<file path="src/rtl/arc4_key_search.sv">
// arc4_key_search
// Runs one arc4 decryption core through a candidate key range to recover the
// 24-bit key of a length-prefixed ciphertext. For each candidate the block
// starts the core and snoops its plaintext writes. Any non-printable byte
// aborts the run by holding the core in reset. The search stops at the first
// key whose whole plaintext is printable, or when the key range is used up.
//
// Ports:
//   clk, rst_n     clock, synchronous active-low reset
//   en             start a search (taken only while rdy=1)
//   rdy            idle and able to accept en
//   key_valid, key first printable key of the last search
//   exhausted      last search ended without finding a key
//   keys_tried     keys run to completion or aborted (saturating)
//   core_rst_n     reset to the arc4 core (system reset or abort)
//   core_en        one-cycle start pulse to the core
//   core_rdy       core idle/ready
//   core_key       key presented to the core
//   pt_wren, pt_addr, pt_wrdata   snooped plaintext write port of the core
module arc4_key_search #(
   parameter logic [23:0] KEY_START = 24'h000000,
   parameter logic [23:0] KEY_STEP  = 24'h000001,
   parameter logic [23:0] KEY_MAX   = 24'hFFFFFF,
   parameter logic [7:0]  PR_LO     = 8'h20,
   parameter logic [7:0]  PR_HI     = 8'h7E
) (
   input  logic        clk,
   input  logic        rst_n,
   input  logic        en,
   output logic        rdy,
   output logic        key_valid,
   output logic [23:0] key,
   output logic        exhausted,
   output logic [23:0] keys_tried,
   output logic        core_rst_n,
   output logic        core_en,
   input  logic        core_rdy,
   output logic [23:0] core_key,
   input  logic        pt_wren,
   input  logic [7:0]  pt_addr,
   input  logic [7:0]  pt_wrdata
);

   typedef enum logic [2:0] {
      S_IDLE      = 3'd0,
      S_START     = 3'd1,
      S_WAIT_BUSY = 3'd2,
      S_RUN       = 3'd3,
      S_ABORT     = 3'd4,
      S_NEXT      = 3'd5
   } state_t;

   state_t      state_r;
   logic [23:0] cur_key_r;
   logic [1:0]  abort_cnt_r;
   logic        abort_active_r;
   logic        rdy_r;
   logic        key_valid_r;
   logic [23:0] key_r;
   logic        exhausted_r;
   logic [23:0] keys_tried_r;
   logic        core_en_r;

   logic        bad_wr_s;
   logic        range_done_s;

   // Increment that sticks at the all-ones value instead of wrapping.
   function automatic logic [23:0] sat_inc24(input logic [23:0] v);
      if (v == 24'hFFFFFF) begin
         return v;
      end else begin
         return v + 24'd1;
      end
   endfunction

   // A byte outside the printable window; the length byte at address 0 is exempt.
   function automatic logic is_bad_write(input logic       wren,
                                         input logic [7:0] addr,
                                         input logic [7:0] data);
      return wren && (addr != 8'h00) && ((data < PR_LO) || (data > PR_HI));
   endfunction

   assign bad_wr_s = is_bad_write(pt_wren, pt_addr, pt_wrdata);

   // Compare in 25 bits so a step past the top of the key space cannot wrap.
   assign range_done_s = ({1'b0, cur_key_r} + {1'b0, KEY_STEP}) > {1'b0, KEY_MAX};

   // Search sequencer: state, current key, abort timer and all result registers.
   always_ff @(posedge clk) begin
      if (!rst_n) begin
         state_r        <= S_IDLE;
         cur_key_r      <= 24'h000000;
         abort_cnt_r    <= 2'd0;
         abort_active_r <= 1'b0;
         rdy_r          <= 1'b1;
         key_valid_r    <= 1'b0;
         key_r          <= 24'h000000;
         exhausted_r    <= 1'b0;
         keys_tried_r   <= 24'h000000;
         core_en_r      <= 1'b0;
      end else begin
         core_en_r <= 1'b0;
         case (state_r)
            S_IDLE: begin
               if (en) begin
                  key_valid_r  <= 1'b0;
                  exhausted_r  <= 1'b0;
                  keys_tried_r <= 24'h000000;
                  cur_key_r    <= KEY_START;
                  rdy_r        <= 1'b0;
                  state_r      <= S_START;
               end
            end
            S_START: begin
               if (core_rdy) begin
                  core_en_r <= 1'b1;
                  state_r   <= S_WAIT_BUSY;
               end
            end
            // The core may still show ready for a few cycles after the start pulse.
            S_WAIT_BUSY: begin
               if (bad_wr_s) begin
                  abort_active_r <= 1'b1;
                  abort_cnt_r    <= 2'd0;
                  state_r        <= S_ABORT;
               end else if (!core_rdy) begin
                  state_r <= S_RUN;
               end
            end
            // A bad byte in the same cycle as completion still wins.
            S_RUN: begin
               if (bad_wr_s) begin
                  abort_active_r <= 1'b1;
                  abort_cnt_r    <= 2'd0;
                  state_r        <= S_ABORT;
               end else if (core_rdy) begin
                  key_r        <= cur_key_r;
                  key_valid_r  <= 1'b1;
                  keys_tried_r <= sat_inc24(keys_tried_r);
                  rdy_r        <= 1'b1;
                  state_r      <= S_IDLE;
               end
            end
            // Core reset is held low for two cycles.
            S_ABORT: begin
               if (abort_cnt_r == 2'd1) begin
                  abort_active_r <= 1'b0;
                  state_r        <= S_NEXT;
               end else begin
                  abort_cnt_r <= abort_cnt_r + 2'd1;
               end
            end
            S_NEXT: begin
               keys_tried_r <= sat_inc24(keys_tried_r);
               if (range_done_s) begin
                  exhausted_r <= 1'b1;
                  rdy_r       <= 1'b1;
                  state_r     <= S_IDLE;
               end else begin
                  cur_key_r <= cur_key_r + KEY_STEP;
                  state_r   <= S_START;
               end
            end
            default: begin
               abort_active_r <= 1'b0;
               rdy_r          <= 1'b1;
               state_r        <= S_IDLE;
            end
         endcase
      end
   end

   assign rdy        = rdy_r;
   assign key_valid  = key_valid_r;
   assign key        = key_r;
   assign exhausted  = exhausted_r;
   assign keys_tried = keys_tried_r;
   assign core_en    = core_en_r;
   assign core_key   = cur_key_r;
   // System reset must reach the core without waiting for a clock edge.
   assign core_rst_n = rst_n & ~abort_active_r;

endmodule

</file>
<file path="config.mk">
export PLATFORM = sky130hd
export DESIGN_NAME = arc4_key_search
export DESIGN_NICKNAME = d
export VERILOG_FILES = /design/src/rtl/arc4_key_search.sv
export SDC_FILE = /design/constraint.sdc
export NUM_CORES = 1
export LEC_CHECK = 0
export CAP_MARGIN = 5
export CORE_MARGIN = 2
export CORE_UTILIZATION = 46
export DETAILED_ROUTE_END_ITERATION = 10
export GPL_TIMING_DRIVEN = 0
export PLACE_DENSITY = 0.77
export RECOVER_POWER = 25
export SLEW_MARGIN = 20
export SYNTH_ARGS = -nofsm -noshare
export SYNTH_HDL_FRONTEND = slang
export SYNTH_SLANG_ARGS = --single-unit
</file>
<file path="constraint.sdc">
create_clock -name clk -period 2.6 [get_ports clk]
set_input_delay 0.65 -clock clk [delete_from_list [all_inputs] [get_ports clk]]
set_output_delay 0.65 -clock clk [all_outputs]
set_load 0.05 [all_outputs]
</file>
==> impl_metrics.ini <==
[grt]
grt_use_total = 0.262
grt_pass1_wl_um = 21100
grt_max_degree = 15
grt_pass1_vias = 4189
antenna_found_initial = 0
grt_overflow = 0

[cells_and_area]
num_antenna_cells = 0
area_delta_synth_final_pct = 40.4
fin_nets = 674
fin_util = 0.659
drive_gt1_frac = 0.191

[clocking]
clk_pin_slew_worst_paths_ns = 0.08
cts_buffers = 9
cts_root_buf = clkbuf_8
cts_tree = built
clk_latency_ns = 0.37
clk_path_buf_depth = 2
ctsHoldBuffers = 0
clock_sinks = 82
h-tree-depth = 3

[synth]
synth.area.top_cells = dfxtp_1, nor2_1, mux2i_1
synth.distinct_cells = 63
synthArstFlopShare = 0
synth-seq-cells = 82
synth_nets = 556
synth_edf_count = 0
yosysTopAreaCell = dfxtp_1
seq_area_frac_synth = 0.382
syn_area_um2 = 4290
synth_ff_type = dfxtp_1
synthCells = 531
avgSynthCellArea_um2 = 8.09
ys_warn_count = 0
synth_top_area_share = 0.382

[power]
seq_power_share = 0.514
power_density_nw_per_um2 = 407
swShare = 0.266
p_sw_mw = 0.654
p_leak_nw = 2.27
power.share.clock = 0.397
ir_worst_vdd_v = 0.000270
power.share.combinational = 0.088
intPower_mw = 1.80

[route]
drcViolationCount = 0
ant_nets = 0
vias = 4602
routed_wl_um = 13400
wl_per_cell_um = 17.6
first_iter_violations = 435
drt-pass1-iter-count = 5
viasPerCell = 6.02

[critical_path]
worstSetupPathType = flip-flop to flip-flop
critPathRequiredTime_ns = 2.87
path_max_fanout = 8
cp.arrival_ns = 2.95
ff2ff_path_depth = 7
critPathCaptureType = flip-flop
startpoint_type = flip-flop

[floorplanning]
ios = 98
start_util = 0.469
fp-row-count = 35
die_y_um = 101
die_w_um = 101
core_area_um2 = 9150
die-area_um2 = 10100

[timing]
setup_ws_ns = -0.0830
period_share = 1.03
final.min_clock_period_ns = 2.68
finClkSkew_ns = 0.0129
setup_violations = 5
tns_ns = -0.166
hold_viol = 0
drv_slew = 0
worstMarginPinSlew_ns = 0.936
rsz0062_at_grt = true
fmax_ghz = 0.373
slew_headroom = 0.371

[run_status]
violations = setup timing
status = finished, violations left

[placement]
portBuffers = 97
post-place-ws_ns = -1.37
place_congestion = 0.935
hpwlAfterDp_um = 9320

[min_path]
hold-path-cell-count = 2
hold_class = flip-flop to flip-flop

[job]
drv_cap = 0
registers in the layout, summed over array words and instances (netlist names), 2 cells and up:
signal and cells:
state_r 3, keys_tried 24, abort_cnt_r 2, core_key 24
key 24
critical path: stages (launching register included):
cell and delay [ns]:
dfxtp_4 0.40, nand4_1 0.12, or4_4 0.54, or4_4 0.44, a2111oi_4 0.37, nand4b_4 0.19, o21a_4 0.30, a311oi_2 0.22
what timing repair did:
action                     in CTS  in global routing
setup buffers                  13                 12
setup endpoints to repair      58                 55
pin swaps                      15                  7
gates resized for setup        44                 27
final cells by class:
type,instances,area (µm²)
inverters,17,63.8
clock inverters,4,28.8
plain buffers,24,129
flip-flops and latches,82,1690
clock buffers,12,178
fillers,744,3120
well taps,111,139
repair buffers,121,1150
multi-input cells,394,2650
worst paths after layout:
path / start / endpoint / slack, ns
worst max-delay path: core_key[7] / core_key[4] / -0.08
worst min-delay path: key_valid / key_valid / 0.46
worst max register to register: core_key[7] / core_key[4] / -0.08
worst min register to register: key_valid / key_valid / 0.46
power by group through the flow:
stage          sequential (mW)  combinational (mW)  clock (mW)
2_1_floorplan             1.31               0.104           0
3_3_place_gp              1.29               0.200           0
3_5_place_dp              1.29               0.203           0
4_1_cts                   1.26               0.209       0.982
5_1_grt                   1.26               0.232        1.03
6_report                  1.26               0.217       0.975
cells by family after synthesis:
logic type               synth area share
AO/OA/AOI/OAI                       0.172
XOR/XNOR                           0.0347
adder cells (fa/ha/maj)            0.0117
AND/OR/NAND/NOR                     0.289
buffers and inverters              0.0522
multiplexers                       0.0589
flip-flops                          0.382
Yosys cell counts, types with 3 or more instances:
cell / n
a211oi_1: 4
a21o_1: 3
a21oi_1: 38
a31o_2: 5
a31oi_1: 12
and2_1: 5
and3_1: 5
and4_1: 3
buf_2: 3
clkbuf_1: 31
dfxtp_1: 82
ha_1: 4
inv_1: 17
mux2i_1: 23
nand2_1: 36
nand2b_1: 8
nand3_1: 24
nand3b_1: 3
nand4_1: 15
nand4b_1: 4
nor2_1: 69
nor3_1: 18
nor4_1: 14
nor4b_1: 3
o211ai_1: 3
o21ai_0: 17
o22ai_1: 4
o311ai_0: 3
o32ai_1: 3
or2_2: 6
or3_1: 10
or4_1: 4
xnor2_1: 16
metal layers:
layer / track usage / vias to the layer above / share of wire
li1: - / 2174 / -
met1: 0.356 / 2204 / 0.45
met2: 0.426 / 191 / 0.46
met3: 0.0368 / 33 / 0.060
met4: 0.0948 / 0 / 0.027
met5: 0 / - / 0
cell usage in the layout (no fill, tap or decap), types with 5 or more instances in the layout:
master / n
dfxtp_1: 61
xnor2_1: 16
dlygate4sd3_1: 30
a21oi_1: 36
nor3_1: 17
a31oi_1: 12
clkdlybuf4s50_1: 65
nor4_1: 7
clkbuf_1: 11
clkbuf_2: 5
nand2_1: 33
dfxtp_2: 12
nand4_1: 15
nand2b_1: 8
clkbuf_8: 10
a31o_2: 5
mux2i_1: 23
nor4_2: 5
or2_2: 6
inv_1: 16
o21ai_0: 17
nand3_1: 24
buf_4: 24
dfxtp_4: 9
or3_1: 10
nor2_1: 69
per-stage QoR:
stage / hold slack [ns] / power (mW) / instance area [µm²] / instances
2_1_floorplan: 0.455 / 1.41 / 4400 / 531
3_3_place_gp: 0.445 / 1.49 / 5510 / 739
3_5_place_dp: 0.451 / 1.50 / 5510 / 739
4_1_cts: 0.460 / 2.45 / 5900 / 760
5_1_grt: 0.475 / 2.53 / 6030 / 765
6_report: 0.456 / 2.46 / 6030 / 765
No activity file was read; power rests on OpenSTA's default activity.
